<file path="src/rtl/ball_motion.sv">
// Ball position, direction, scoring and game-state controller for the pong datapath.
// All outputs are registered so the edge/collision detector loop is broken here.
module ball_motion #(
   parameter int SPEED_X      = 2,
   parameter int SPEED_Y      = 1,
   parameter int PAUSE_FRAMES = 60,
   parameter int WIN_SCORE    = 9
) (
   input  logic        clk,
   input  logic        rst_n,
   input  logic        frame_tick,
   input  logic        start,
   input  logic [3:0]  ball_detect_edge,
   input  logic [7:0]  collision_detect,
   output logic [31:0] ball_off_x,
   output logic [31:0] ball_off_y,
   output logic        dir_x,
   output logic        dir_y,
   output logic [3:0]  score_L,
   output logic [3:0]  score_R,
   output logic        point_L,
   output logic        point_R,
   output logic        game_over
);

   typedef enum logic [1:0] {
      S_IDLE,
      S_PLAY,
      S_PAUSE,
      S_OVER
   } state_t;

   localparam int              CNT_W      = (PAUSE_FRAMES > 1) ? $clog2(PAUSE_FRAMES + 1) : 1;
   localparam logic [31:0]     STEP_X     = 32'(SPEED_X);
   localparam logic [31:0]     STEP_Y     = 32'(SPEED_Y);
   localparam logic [CNT_W-1:0] PAUSE_END = CNT_W'(PAUSE_FRAMES);
   localparam logic [3:0]      WIN        = 4'(WIN_SCORE);

   state_t            state_q, state_d;
   logic [31:0]       off_x_q, off_x_d;
   logic [31:0]       off_y_q, off_y_d;
   logic              dir_x_q, dir_x_d;
   logic              dir_y_q, dir_y_d;
   logic [3:0]        score_l_q, score_l_d;
   logic [3:0]        score_r_q, score_r_d;
   logic              point_l_q, point_l_d;
   logic              point_r_q, point_r_d;
   logic              game_over_q, game_over_d;
   logic [CNT_W-1:0]  cnt_q, cnt_d;

   logic              hit_r, hit_l, wall_bot, wall_top, goal_l, goal_r;
   logic [3:0]        score_l_inc, score_r_inc;
   logic [CNT_W-1:0]  cnt_inc;
   logic              unused_cd;

   // Wall flags are active-low; a flag opposing the current direction is ignored.
   assign hit_r       = collision_detect[0] & collision_detect[2] & dir_x_q;
   assign hit_l       = collision_detect[1] & collision_detect[5] & ~dir_x_q;
   assign wall_bot    = ~ball_detect_edge[0] & dir_y_q;
   assign wall_top    = ~ball_detect_edge[2] & ~dir_y_q;
   assign goal_l      = ~ball_detect_edge[1] & ~hit_r & dir_x_q;
   assign goal_r      = ~ball_detect_edge[3] & ~hit_l & ~dir_x_q;
   assign score_l_inc = score_l_q + 4'd1;
   assign score_r_inc = score_r_q + 4'd1;
   assign cnt_inc     = cnt_q + 1'b1;
   assign unused_cd   = ^{collision_detect[7:6], collision_detect[4:3]};

   always_comb begin
      // NOTE: every target gets a default first so no path through the case infers a latch.
      state_d   = state_q;
      off_x_d   = off_x_q;
      off_y_d   = off_y_q;
      dir_x_d   = dir_x_q;
      dir_y_d   = dir_y_q;
      score_l_d = score_l_q;
      score_r_d = score_r_q;
      point_l_d = 1'b0;
      point_r_d = 1'b0;
      cnt_d     = cnt_q;

      unique case (state_q)
         S_IDLE: begin
            off_x_d = '0;
            off_y_d = '0;
            if (start) state_d = S_PLAY;
         end
         S_PLAY: begin
            if (frame_tick) begin
               if (hit_r)    dir_x_d = 1'b0;
               if (hit_l)    dir_x_d = 1'b1;
               if (wall_bot) dir_y_d = 1'b0;
               if (wall_top) dir_y_d = 1'b1;
               if (goal_l) begin
                  score_l_d = score_l_inc;
                  point_l_d = 1'b1;
                  dir_x_d   = 1'b0;
                  off_x_d   = '0;
                  off_y_d   = '0;
                  state_d   = (score_l_inc == WIN) ? S_OVER : S_PAUSE;
               end else if (goal_r) begin
                  score_r_d = score_r_inc;
                  point_r_d = 1'b1;
                  dir_x_d   = 1'b1;
                  off_x_d   = '0;
                  off_y_d   = '0;
                  state_d   = (score_r_inc == WIN) ? S_OVER : S_PAUSE;
               end else begin
                  // Motion uses the directions already updated by this tick's bounces.
                  off_x_d = dir_x_d ? off_x_q + STEP_X : off_x_q - STEP_X;
                  off_y_d = dir_y_d ? off_y_q + STEP_Y : off_y_q - STEP_Y;
               end
            end
         end
         S_PAUSE: begin
            off_x_d = '0;
            off_y_d = '0;
            if (frame_tick) begin
               if (cnt_inc == PAUSE_END) begin
                  cnt_d   = '0;
                  state_d = S_PLAY;
               end else begin
                  cnt_d = cnt_inc;
               end
            end
         end
         S_OVER: begin
            if (start) begin
               score_l_d = '0;
               score_r_d = '0;
               off_x_d   = '0;
               off_y_d   = '0;
               cnt_d     = '0;
               dir_x_d   = 1'b1;
               dir_y_d   = 1'b1;
               state_d   = S_PLAY;
            end
         end
         default: state_d = S_IDLE;
      endcase

      game_over_d = (state_d == S_OVER);
   end

   always_ff @(posedge clk) begin
      // NOTE: state updates use non-blocking assignments; reset is sampled on the clock edge.
      if (!rst_n) begin
         state_q     <= S_IDLE;
         off_x_q     <= '0;
         off_y_q     <= '0;
         dir_x_q     <= 1'b1;
         dir_y_q     <= 1'b1;
         score_l_q   <= '0;
         score_r_q   <= '0;
         point_l_q   <= 1'b0;
         point_r_q   <= 1'b0;
         game_over_q <= 1'b0;
         cnt_q       <= '0;
      end else begin
         state_q     <= state_d;
         off_x_q     <= off_x_d;
         off_y_q     <= off_y_d;
         dir_x_q     <= dir_x_d;
         dir_y_q     <= dir_y_d;
         score_l_q   <= score_l_d;
         score_r_q   <= score_r_d;
         point_l_q   <= point_l_d;
         point_r_q   <= point_r_d;
         game_over_q <= game_over_d;
         cnt_q       <= cnt_d;
      end
   end

   assign ball_off_x = off_x_q;
   assign ball_off_y = off_y_q;
   assign dir_x      = dir_x_q;
   assign dir_y      = dir_y_q;
   assign score_L    = score_l_q;
   assign score_R    = score_r_q;
   assign point_L    = point_l_q;
   assign point_R    = point_r_q;
   assign game_over  = game_over_q;

endmodule
</file>
<file path="config.mk">
export PLATFORM = sky130hd
export DESIGN_NAME = ball_motion
export DESIGN_NICKNAME = d
export VERILOG_FILES = /design/src/rtl/ball_motion.sv
export SDC_FILE = /design/constraint.sdc
export NUM_CORES = 1
export LEC_CHECK = 0
export ABC_AREA = 1
export BUFFER_PORTS_ARGS = -buffer_cell sky130_fd_sc_hd__buf_2
export CAP_MARGIN = 20
export CELL_PAD_IN_SITES_DETAIL_PLACEMENT = 0
export CELL_PAD_IN_SITES_GLOBAL_PLACEMENT = 2
export CORE_ASPECT_RATIO = 0.9
export CORE_MARGIN = 4
export CORE_UTILIZATION = 28
export CTS_CLUSTER_SIZE = 10
export DETAILED_ROUTE_END_ITERATION = 12
export PLACE_DENSITY = 0.8
export SLEW_MARGIN = 20
export SYNTH_ARGS = -nofsm -noshare
export SYNTH_HDL_FRONTEND = slang
export SYNTH_SLANG_ARGS = --single-unit
</file>
<file path="constraint.sdc">
create_clock -name clk -period 1.95 [get_ports clk]
set_input_delay 0.0975 -clock clk [delete_from_list [all_inputs] [get_ports clk]]
set_output_delay 0.0975 -clock clk [all_outputs]
set_load 0.01 [all_outputs]
</file>
==> metrics.txt, run 1 <==
Synth warnings 0; Rel. slew slack 0.589; LEAKAGE 6.01 nW; peak supply drop 0.495 mV; Min-Delay Startpoint ball_detect_edge[1]; Die Y-Extent between 150 and 200 um; Total GRT Usage 0.184; worst reg-to-reg setup slack -0.14 ns; CTS tree built; Die Area 31400 um^2; DRC Markers 0; Placed Instances 1933; Routed Wire Length 31300 um; proportion of layout cells with a drive suffix above 1 0.479; count of different cell masters after synthesis 47; area post-placement 10000 um^2; Chip Width 186 um; Overall Power 0.0106 W; clock transition at the registers of the reported paths around 0.080 ns; via count slightly below 10k; Worst Setup Start Kind flop; DRT antenna net count 0; flops & latches, synth 84; fin crit share 1.07; first-pass GRT wire length ~47000 um; Avg Inst Size Synth just under 6 um^2; Final Cell Area 12800 um^2; ant diodes 0; hold slack final approximately 0.024 ns; Max Cap Viol 0; RSZ-0062 raised after global routing yes; # nets final 1675; # port buffers 87; CP Class flop to flop; Root Driver clkbuf_16; Hold Crit Endpoint point_L$_SDFF_PN0_; vias in the first global route just under 9k; number of buffers created by CTS 9; DR iter-0 viols between 500 and 600; Power Dens Cells roughly 830 nW/um^2; failing checks negative setup slack; mapped cell area 8000 um^2; synthesized instance count 1356; Net Count, Synth 1387; GR Overflow Total 0; Post-synth EDFFs 0; fmax 0.479 GHz; Worst-Skew Late Latency around 0.37 ns; pre-CTS setup slack -0.295 ns; R2R cell count 17; Worst Path Max Fanout 8; status complete, but fails checks; crit path time final 2.09 ns; Ports 93; Final WS setup -0.139 ns; hold path depth 4; Final Non-Filler Cells 2009; actual slew at the worst max-slew pin around 0.61 ns; GPL Wtd Cong about 0.88; Worst Path Arrival between 2 and 2.5 ns; CP Data Required Time 2.25 ns; largest net degree at the start of global routing 81; Initial Util 0.285; ys async rst share 0; Hold Vio Cnt, Final 0; wire length per cell 15.6 um; core area 28100 um^2; vias per cell 4.78; Worst setup EP type flop; final slew viol count 0; ys flop type dfxtp_1; Max clock buf depth 2; Synth-to-Final Area Change 60.1%; Final HPWL DP ~22000 um; filler instances 2882; Seq/Total Area, Yosys 0.210; r2r endpoint ball_off_y[25]$_SDFFE_PN0P_; TritonRoute pass-1 iters 5; Clock Sinks 84; initial antenna violation count 0; setup violators final 37; H-tree levels 3; reg-to-reg startpoint dir_y$_SDFFE_PN1P_; clock skew 0.0124 ns; Cell Rows 58; Hold WC Path Type primary input to flop
metal layers:
metal	vias up	wire (um)	global-route usage
met5	-	0	0
met1	4483	14900	0.258
li1	4933	-	-
met4	0	555	0.0393
met3	43	990	0.0257
met2	147	14800	0.301
worst max path at each step:
stage	cells past startpoint	slack (ns)	start	end
global route	14	-0.26	dir_y$_SDFFE_PN1P_	ball_off_y[29]$_SDFFE_PN0P_
detailed placement	17	-0.30	dir_y$_SDFFE_PN1P_	ball_off_y[26]$_SDFFE_PN0P_
floorplan	14	0.03	dir_x$_SDFFE_PN1P_	ball_off_x[30]$_SDFFE_PN0P_
CTS	14	-0.1	dir_y$_SDFFE_PN1P_	ball_off_y[26]$_SDFFE_PN0P_
global placement	17	-0.28	dir_y$_SDFFE_PN1P_	ball_off_y[26]$_SDFFE_PN0P_
finish	17	-0.14	dir_y$_SDFFE_PN1P_	ball_off_y[25]$_SDFFE_PN0P_
layout by cell type, fill, tap and decap left out, types with 51 or more instances in the layout:
cell type	synthesis	layout
nand3_1	109	79
a21oi_1	109	77
nand2_2	35	147
dfxtp_1	84	80
buf_4	6	179
inv_1	190	167
nand2_1	468	282
buf_2	6	87
nor2_4	6	51
nand2_4	27	96
layout make-up:
cell class,count,area [um^2],share of cell area
clock inverters,7,95.1,0.00742
flip-flops and latches,84,1690,0.132
well taps,360,450,0.0352
inverters,203,774,0.0605
clock buffers,9,225,0.0176
multi-input cells,1032,6980,0.545
repair buffers,314,2590,0.202
power by group:
part | total, W | switching, W | leakage, nW | internal [W]
clock network | 0.00197 | 0.000938 | 0.150 | 0.00103
logic | 0.00654 | 0.00368 | 5.17 | 0.00286
registers | 0.00209 | 0.000207 | 0.682 | 0.00188
total | 0.0106 | 0.00483 | 6.01 | 0.00578
synth_stat cells (17+ instances only):
library cell,n,area [um^2]
dfxtp_1,84,1680
o21ai_0,27,135
nand3_1,109,546
nand2_4,27,304
nand2_1,468,1760
clkbuf_1,17,63.8
a41oi_1,40,350
inv_1,190,713
nor2_2,17,106
a21oi_1,109,546
nand2_2,35,219
nor2_1,89,334
critical path: stages, from the launching register on:
cell and delay [ns]:
dfxtp_4 0.38, inv_4 0.05, nand2_4 0.09, nand2_8 0.09, buf_12 0.15, buf_16 0.14
nand2_2 0.07, nand2_4 0.07, nand2_4 0.08, nor2_1 0.05, buf_4 0.15, nand2_2 0.08
inv_1 0.05, a21oi_2 0.19, nand2_1 0.08, nand2_1 0.08, nand3_2 0.07, a21oi_1 0.13
through the flow:
stage	util	setup TNS, ns
3_3_place_gp	0.357	-4.47
5_1_grt	0.456	-8.26
3_5_place_dp	0.357	-5.37
4_1_cts	0.395	-0.989
2_1_floorplan	-	0
6_report	0.456	-2.27
cells by family (layout without fill, tap and decap cells):
| group | after synthesis | in the layout | synth area share |
|---|---|---|---|
| AOI/OAI and AO/OA | 215 | 215 | 0.169 |
| xor gates and xnor gates | 14 | 14 | 0.0163 |
| buffers and inverters | 241 | 533 | 0.127 |
| adders and majority gates | 15 | 15 | 0.0235 |
| and+or+nand+nor | 786 | 787 | 0.454 |
| DFF | 84 | 84 | 0.210 |
| other | 1 | 1 | 0.000469 |
state kept, by name, indices dropped and copies added (netlist names):
signal      count
dir_y           1
state_q         2
score_L         4
point_L         1
ball_off_y     32
dir_x           1
game_over       1
cnt_q           6
score_R         4
point_R         1
ball_off_x     31
what timing repair did:
action | CTS | global route
gates cloned | 4 | 7
setup buffers | 15 | 34
endpoints found under the setup margin | 45 | 67
hold buffers | 1 | 0
gates resized for setup | 147 | 369
endpoints found under the hold margin | 1 | 0
pin swaps | 34 | 164
No activity file was read; power rests on OpenSTA's default activity.
==> run 2, diff against run 1 <==
--- a/config.mk
+++ b/config.mk
@@ -5,17 +5,17 @@
 export SDC_FILE = /design/constraint.sdc
 export NUM_CORES = 1
 export LEC_CHECK = 0
-export ABC_AREA = 1
 export BUFFER_PORTS_ARGS = -buffer_cell sky130_fd_sc_hd__buf_2
 export CAP_MARGIN = 20
 export CELL_PAD_IN_SITES_DETAIL_PLACEMENT = 0
 export CELL_PAD_IN_SITES_GLOBAL_PLACEMENT = 2
 export CORE_ASPECT_RATIO = 0.9
 export CORE_MARGIN = 4
-export CORE_UTILIZATION = 28
+export CORE_UTILIZATION = 30
 export CTS_CLUSTER_SIZE = 10
 export DETAILED_ROUTE_END_ITERATION = 12
-export PLACE_DENSITY = 0.8
+export GPL_ROUTABILITY_DRIVEN = 0
+export PLACE_DENSITY = 0.81
 export SLEW_MARGIN = 20
 export SYNTH_ARGS = -nofsm -noshare
 export SYNTH_HDL_FRONTEND = slang
==> metrics.txt, run 2 <==
DRC Markers 0 (unchanged); Max Cap Viol 0 (unchanged); Synth top cells by count 89 x nor2_1, 87 x nand2_1, 84 x dfxtp_1; Hold Buf Count CTS 0 (-1); Routed Wire Length 30900 um (-1.3%); Chip Width 165 um (-11%); count of different cell masters after synthesis 81 (+72%); fmax 0.365 GHz (-24%); failing checks negative setup slack; Final HPWL DP 21100 um (-3.3%); Cell Rows 51 (-12%); Top Layer Used met4; CP max-delay cell a221o_1; flops & latches, synth 84 (unchanged); fin crit share 1.40 (+0.333); H-tree levels 3 (unchanged); CP Data Required Time 2.24 ns (about the same); status complete, but fails checks; wire length per cell 19.2 um (+23%); proportion of layout cells with a drive suffix above 1 0.502 (+0.0232); DR iter-0 viols 737 (+36%); Synth-to-Final Area Change 76.6%; # port buffers 87 (unchanged); clock skew 0.00964 ns (-0.00277 ns); Root Driver clkbuf_16; largest stage delay on the critical path 0.42 ns (+0.04 ns); crit path time final 2.74 ns (+0.650 ns); Worst Path Arrival 3.03 ns (+0.64 ns); Final WS setup -0.789 ns (-0.650 ns); setup violators final 55 (+49%); Overall Power 0.00950 W (-10%); actual slew at the worst max-slew pin 0.510 ns (-0.0982 ns); Ports 93 (unchanged); Max clock buf depth 2 (unchanged); Final Non-Filler Cells 1609 (-20%); M1 WL 14200 um (-4.7%); Yosys top cell area share 0.251 (+0.0319); Placed Instances 1532 (-21%); Clock Sinks 84 (unchanged); largest net degree at the start of global routing 23 (-72%); final slew viol count 0 (unchanged); Initial Util 0.307 (+0.0224); commonest non-fill, non-tap cells in the layout 280 x buf_4, 87 x buf_2, 78 x nor2_1; max reg flops 32 (unchanged); most frequent cell after synthesis nor2_1; ys async rst share 0 (unchanged); mapped cell area 6690 um^2 (-16%); TritonRoute pass-1 iters 5 (unchanged); ant diodes 0 (unchanged); Rel. slew slack 0.657 (+0.0676); # nets final 1344 (-20%); Post-synth EDFFs 0 (unchanged); Synth warnings 0 (unchanged); Hold WC Path Type primary input to flop; peak supply drop 0.378 mV (-24%); Worst-Skew Late Latency 0.36 ns (about the same); LEAKAGE 5.11 nW (-15%); Worst Setup Start Kind flop; Total GRT Usage 0.240 (+0.0559); Worst Path Max Fanout 4 (-4); met3 wire len 1990 um (+100%); vias in the first global route 8745 (-1.9%); number of buffers created by CTS 9 (unchanged); R2R cell count 12 (-5); CP Cell Sequence nor2b_4, nor2_4, xnor2_4, ha_4, buf_6, nand3_4, nor3_4, o2111ai_2, a221o_1, or3_4, a211oi_2, o21bai_1; RSZ-0062 raised after global routing yes; Area contributors post-synth dfxtp_1 25%, o21ai_0 5.4%, nor2_1 5.0%, nand2_1 4.9%, a21oi_1 4.9%; vias per cell 5.69 (+19%); core area 21800 um^2 (-23%); first-pass GRT wire length 47400 um (+1.2%); hold path depth 2 (-2); CP Class flop to flop; ys flop type dfxtp_1; Worst setup EP type flop; Power Dens Cells 804 nW/um^2 (-2.8%); Net Count, Synth 988 (-29%); largest area contributor in the netlist dfxtp_1; initial antenna violation count 0 (unchanged); GR Overflow Total 0 (unchanged); met2 WL post-DR 14100 um (-5.0%); DRT antenna net count 0 (unchanged); Hold Vio Cnt, Final 0 (unchanged); Avg Inst Size Synth 6.99 um^2 (+18%); clock transition at the registers of the reported paths 0.07 ns (about the same); synthesized instance count 957 (-29%); Die Area 24700 um^2 (-21%); via count 9160 (-4.6%); Seq/Total Area, Yosys 0.251 (+0.0413); most common cell after layout, fill and taps aside buf_4; CTS tree built; Die Y-Extent 150 um (-11%)
## run 2: worst paths after layout
check / to / slack (ns) / from
max reg2reg: ball_off_y[28]$_SDFFE_PN0P_ / -0.79 / dir_y$_SDFFE_PN1P_
min reg2reg: ball_off_x[31]$_SDFFE_PN0P_ / 0.47 / ball_off_x[31]$_SDFFE_PN0P_
min: dir_x$_SDFFE_PN1P_ / 0.02 / rst_n
max: ball_off_y[28]$_SDFFE_PN0P_ / -0.79 / dir_y$_SDFFE_PN1P_
## run 2: layer usage
metal,GRT usage,vias up
met4,0.0668,0
li1,-,4334
met3,0.0468,47
met5,0,-
met1,0.335,4453
met2,0.377,326
## run 2: final cells by class
| class | instances | area [um^2] |
|---|---|---|
| fill | 2025 | 9950 |
| multi-input combinational | 763 | 5910 |
| timing repair buffer | 427 | 3380 |
| sequential | 84 | 1710 |
| tap | 291 | 364 |
| clock buffer | 10 | 239 |
| inverter | 28 | 120 |
| clock inverter | 6 | 93.8 |
## run 2: metrics by stage
step | cell area, um^2 | TNS (ns) | worst slack, ns | hold WS [ns] | util
final | 11800 | -23.38 | -0.789 | 0.0204 | 0.543
after global placement | 9590 | -23.79 | -0.811 | 0.374 | 0.441
after global routing | 11800 | -29.57 | -0.907 | 0.0516 | 0.543
after CTS | 11100 | -21.34 | -0.768 | 0.0119 | 0.508
after detailed placement | 9590 | -26.52 | -0.884 | 0.373 | 0.441
after floorplan | 7080 | -23.70 | -1.14 | 0.294 | -
## run 2: cells by family after synthesis
| kind of cell | after synthesis | share of synthesized area |
|---|---|---|
| compound gates | 295 | 0.288 |
| xor+xnor | 10 | 0.0131 |
| fa+ha+maj | 15 | 0.0281 |
| buf+inv | 110 | 0.0644 |
| flops | 84 | 0.251 |
| mux | 11 | 0.0167 |
| other cells | 1 | 0.000561 |
| simple gates | 431 | 0.338 |
## run 2: worst max-delay path: cells and delay by family, from the launching register on
kind                     cells  cell delay [ns]
adder cells (fa/ha/maj)      1             0.19
flip-flops                   1             0.36
buffers and inverters        1             0.10
AND/OR/NAND/NOR              5             0.97
AO/OA/AOI/OAI                4             0.90
XOR/XNOR                     1             0.14
## run 2: power breakdown
part	total [W]	switching (W)	internal, W
combinational	0.00548	0.00274	0.00275
sequential	0.00199	0.000150	0.00184
clock	0.00202	0.000851	0.00117
## run 2: repair_timing
item,in CTS,in global routing
gates resized for setup,204,124
pin swaps,80,67
gates cloned,3,2
endpoints found under the setup margin,59,69
setup buffers,35,34
==> run 3, diff against run 2 <==
--- a/config.mk
+++ b/config.mk
@@ -5,17 +5,19 @@
 export SDC_FILE = /design/constraint.sdc
 export NUM_CORES = 1
 export LEC_CHECK = 0
+export ABC_AREA = 1
 export BUFFER_PORTS_ARGS = -buffer_cell sky130_fd_sc_hd__buf_2
 export CAP_MARGIN = 20
 export CELL_PAD_IN_SITES_DETAIL_PLACEMENT = 0
 export CELL_PAD_IN_SITES_GLOBAL_PLACEMENT = 2
 export CORE_ASPECT_RATIO = 0.9
 export CORE_MARGIN = 4
-export CORE_UTILIZATION = 30
+export CORE_UTILIZATION = 28
 export CTS_CLUSTER_SIZE = 10
 export DETAILED_ROUTE_END_ITERATION = 12
 export GPL_ROUTABILITY_DRIVEN = 0
-export PLACE_DENSITY = 0.81
+export PLACE_DENSITY = 0.8
+export SETUP_SLACK_MARGIN = 0.15
 export SLEW_MARGIN = 20
 export SYNTH_ARGS = -nofsm -noshare
 export SYNTH_HDL_FRONTEND = slang
==> metrics.txt, run 3 (synthesized netlist as in run 1, its figures left out) <==
status complete, but fails checks; failing checks negative setup slack; Ports 93 (unchanged); final slew viol count 0 (unchanged); Worst Setup Start Kind flop; CTS tree built; Worst Path Buf+Inv 3 (+2); Die Area 31400 um^2 (+27%); initial antenna violation count 0 (unchanged); first-pass GRT wire length 48900 um (+3.3%); Worst Path Max Fanout 6 (+2); most common cell after layout, fill and taps aside nand2_1; Chip Width 186 um (+13%); CP Cell Sequence inv_6, nand2_8, nand2_8, buf_6, buf_6, nand2_4, nand2_4, nor2_4, nand2_2, nand2_4, nand3_4, nand2_4, nand2_1, nand3_1, nand3_1, a21oi_2; clock transition at the registers of the reported paths 0.08 ns (about the same); Max clock buf depth 2 (unchanged); fmax 0.494 GHz (+35%); # nets final 1676 (+25%); LEAKAGE 5.95 nW (+16%); Placed Instances 1932 (+26%); Hold WC Path Type primary input to flop; Routed Wire Length 31300 um (+1.3%); vias per cell 4.83 (-15%); Root Driver clkbuf_16; area post-placement 10100 um^2 (+5.5%); Synth-to-Final Area Change 58.7%; Worst setup EP type flop; TritonRoute pass-1 iters 5 (unchanged); Cell Rows 58 (+14%); proportion of layout cells with a drive suffix above 1 0.453 (-0.0495); ant diodes 0 (unchanged); core area 28100 um^2 (+29%); commonest non-fill, non-tap cells in the layout 316 x nand2_1, 174 x inv_1, 173 x buf_4; DR iter-0 viols 557 (-24%); most frequent CP cell nand2_4; setup violators final 29 (-47%); Max Cap Viol 0 (unchanged); Final Non-Filler Cells 2010 (+25%); Initial Util 0.285 (-0.0224); hold slack final 0.0786 ns (+0.0583 ns); DRT antenna net count 0 (unchanged); CP top delay family simple AND/OR/NAND/NOR gates; CP Class flop to flop; number of buffers created by CTS 9 (unchanged); peak supply drop 0.425 mV (+12%); Worst-Skew Late Latency 0.38 ns (+0.02 ns); post-layout util 0.452 (-0.0907); Hold Vio Cnt, Final 0 (unchanged); fin crit share 1.04 (-0.367); Final HPWL DP 21800 um (+3.4%); vias in the first global route 9196 (+5.2%); largest stage delay on the critical path 0.40 ns (-0.02 ns); Clock Sinks 84 (unchanged); DRC Markers 0 (unchanged); pre-CTS setup slack -0.235 ns (+0.649 ns); clock skew 0.0121 ns (+0.00246 ns); H-tree levels 3 (unchanged); crit path time final 2.02 ns (-0.716 ns); GR Overflow Total 0 (unchanged); via count 9712 (+6.0%); largest net degree at the start of global routing 53 (+130%); CP Data Required Time 2.25 ns (about the same); Die Y-Extent 168 um (+13%); CP max-delay cell dfxtp_4; Final WS setup -0.0731 ns (+0.716 ns); Power Dens Cells 825 nW/um^2 (+2.6%); Total GRT Usage 0.195 (-0.0447); wire length per cell 15.6 um (-19%); RSZ-0062 raised after global routing yes; Worst Path Arrival 2.33 ns (-0.70 ns); Final Cell Area 12700 um^2 (+7.5%); # port buffers 87 (unchanged); max reg flops 32 (unchanged)
run 3: cell count changes in the layout (fill, tap and decap cells not counted), sizes merged, moves of 23 or more:
| cell | delta |
|---|---|
| a21oi | +52 |
| a41oi | +39 |
| nor3 | -25 |
| inv | +180 |
| o21ai | -40 |
| nor2 | +23 |
| or3 | -25 |
| nand3 | +75 |
| nor4 | -32 |
| buf | -112 |
| nand2 | +445 |
| a31oi | -29 |
run 3: final timing paths:
| kind | from | endpoint | slack, ns | cells past startpoint |
|---|---|---|---|---|
| worst max-delay path | dir_x$_SDFFE_PN1P_ | ball_off_x[29]$_SDFFE_PN0P_ | -0.07 | 16 |
| worst min-delay path | frame_tick | point_L$_SDFF_PN0_ | 0.08 | 3 |
| worst max register to register | dir_x$_SDFFE_PN1P_ | ball_off_x[29]$_SDFFE_PN0P_ | -0.07 | 16 |
| worst min register to register | ball_off_y[23]$_SDFFE_PN0P_ | ball_off_y[23]$_SDFFE_PN0P_ | 0.49 | 2 |
run 3: worst reg2reg max path: stages (launching register included):
cell and delay, ns:
dfxtp_4 0.40, inv_6 0.06, nand2_8 0.07, nand2_8 0.10, buf_6 0.14, buf_6 0.11, nand2_4 0.05, nand2_4 0.07
nor2_4 0.16, nand2_2 0.08, nand2_4 0.11, nand3_4 0.08, nand2_4 0.12, nand2_1 0.10, nand3_1 0.09, nand3_1 0.09
a21oi_2 0.12
run 3: cell type report:
cell class,instances,area [um^2]
clock buffer,9,225
fill,2877,15400
sequential,84,1690
multi-input combinational,1032,6870
inverter,203,772
tap,360,450
clock inverter,7,88.8
timing repair buffer,315,2600
run 3: per-stage QoR:
| step | setup TNS, ns | power, W |
|---|---|---|
| global placement | -1.83 | 0.00677 |
| floorplan | 0 | 0.00489 |
| global route | -7.48 | 0.0112 |
| detailed placement | -2.51 | 0.00679 |
| finish | -1.01 | 0.0105 |
| CTS | -0.407 | 0.00989 |
run 3: where the power goes:
part	internal, W	switching, W
Clock	0.00103	0.000942
Combinational	0.00278	0.00365
Sequential	0.00188	0.000194
Total	0.00569	0.00478
run 3: what timing repair did:
item,in CTS,in global routing
pin swaps,50,74
cloned,9,1
resized for setup,258,197
hold buffers,1,0
setup endpoints to repair,62,77
buffers inserted,31,20
endpoints found under the hold margin,1,0
run 3: metal layers:
metal	wire length (um)	up-vias	track usage
met5	0	-	0
met4	534	0	0.0443
met3	1100	39	0.0248
met2	14900	192	0.322
met1	14700	4537	0.271
li1	-	4944	-
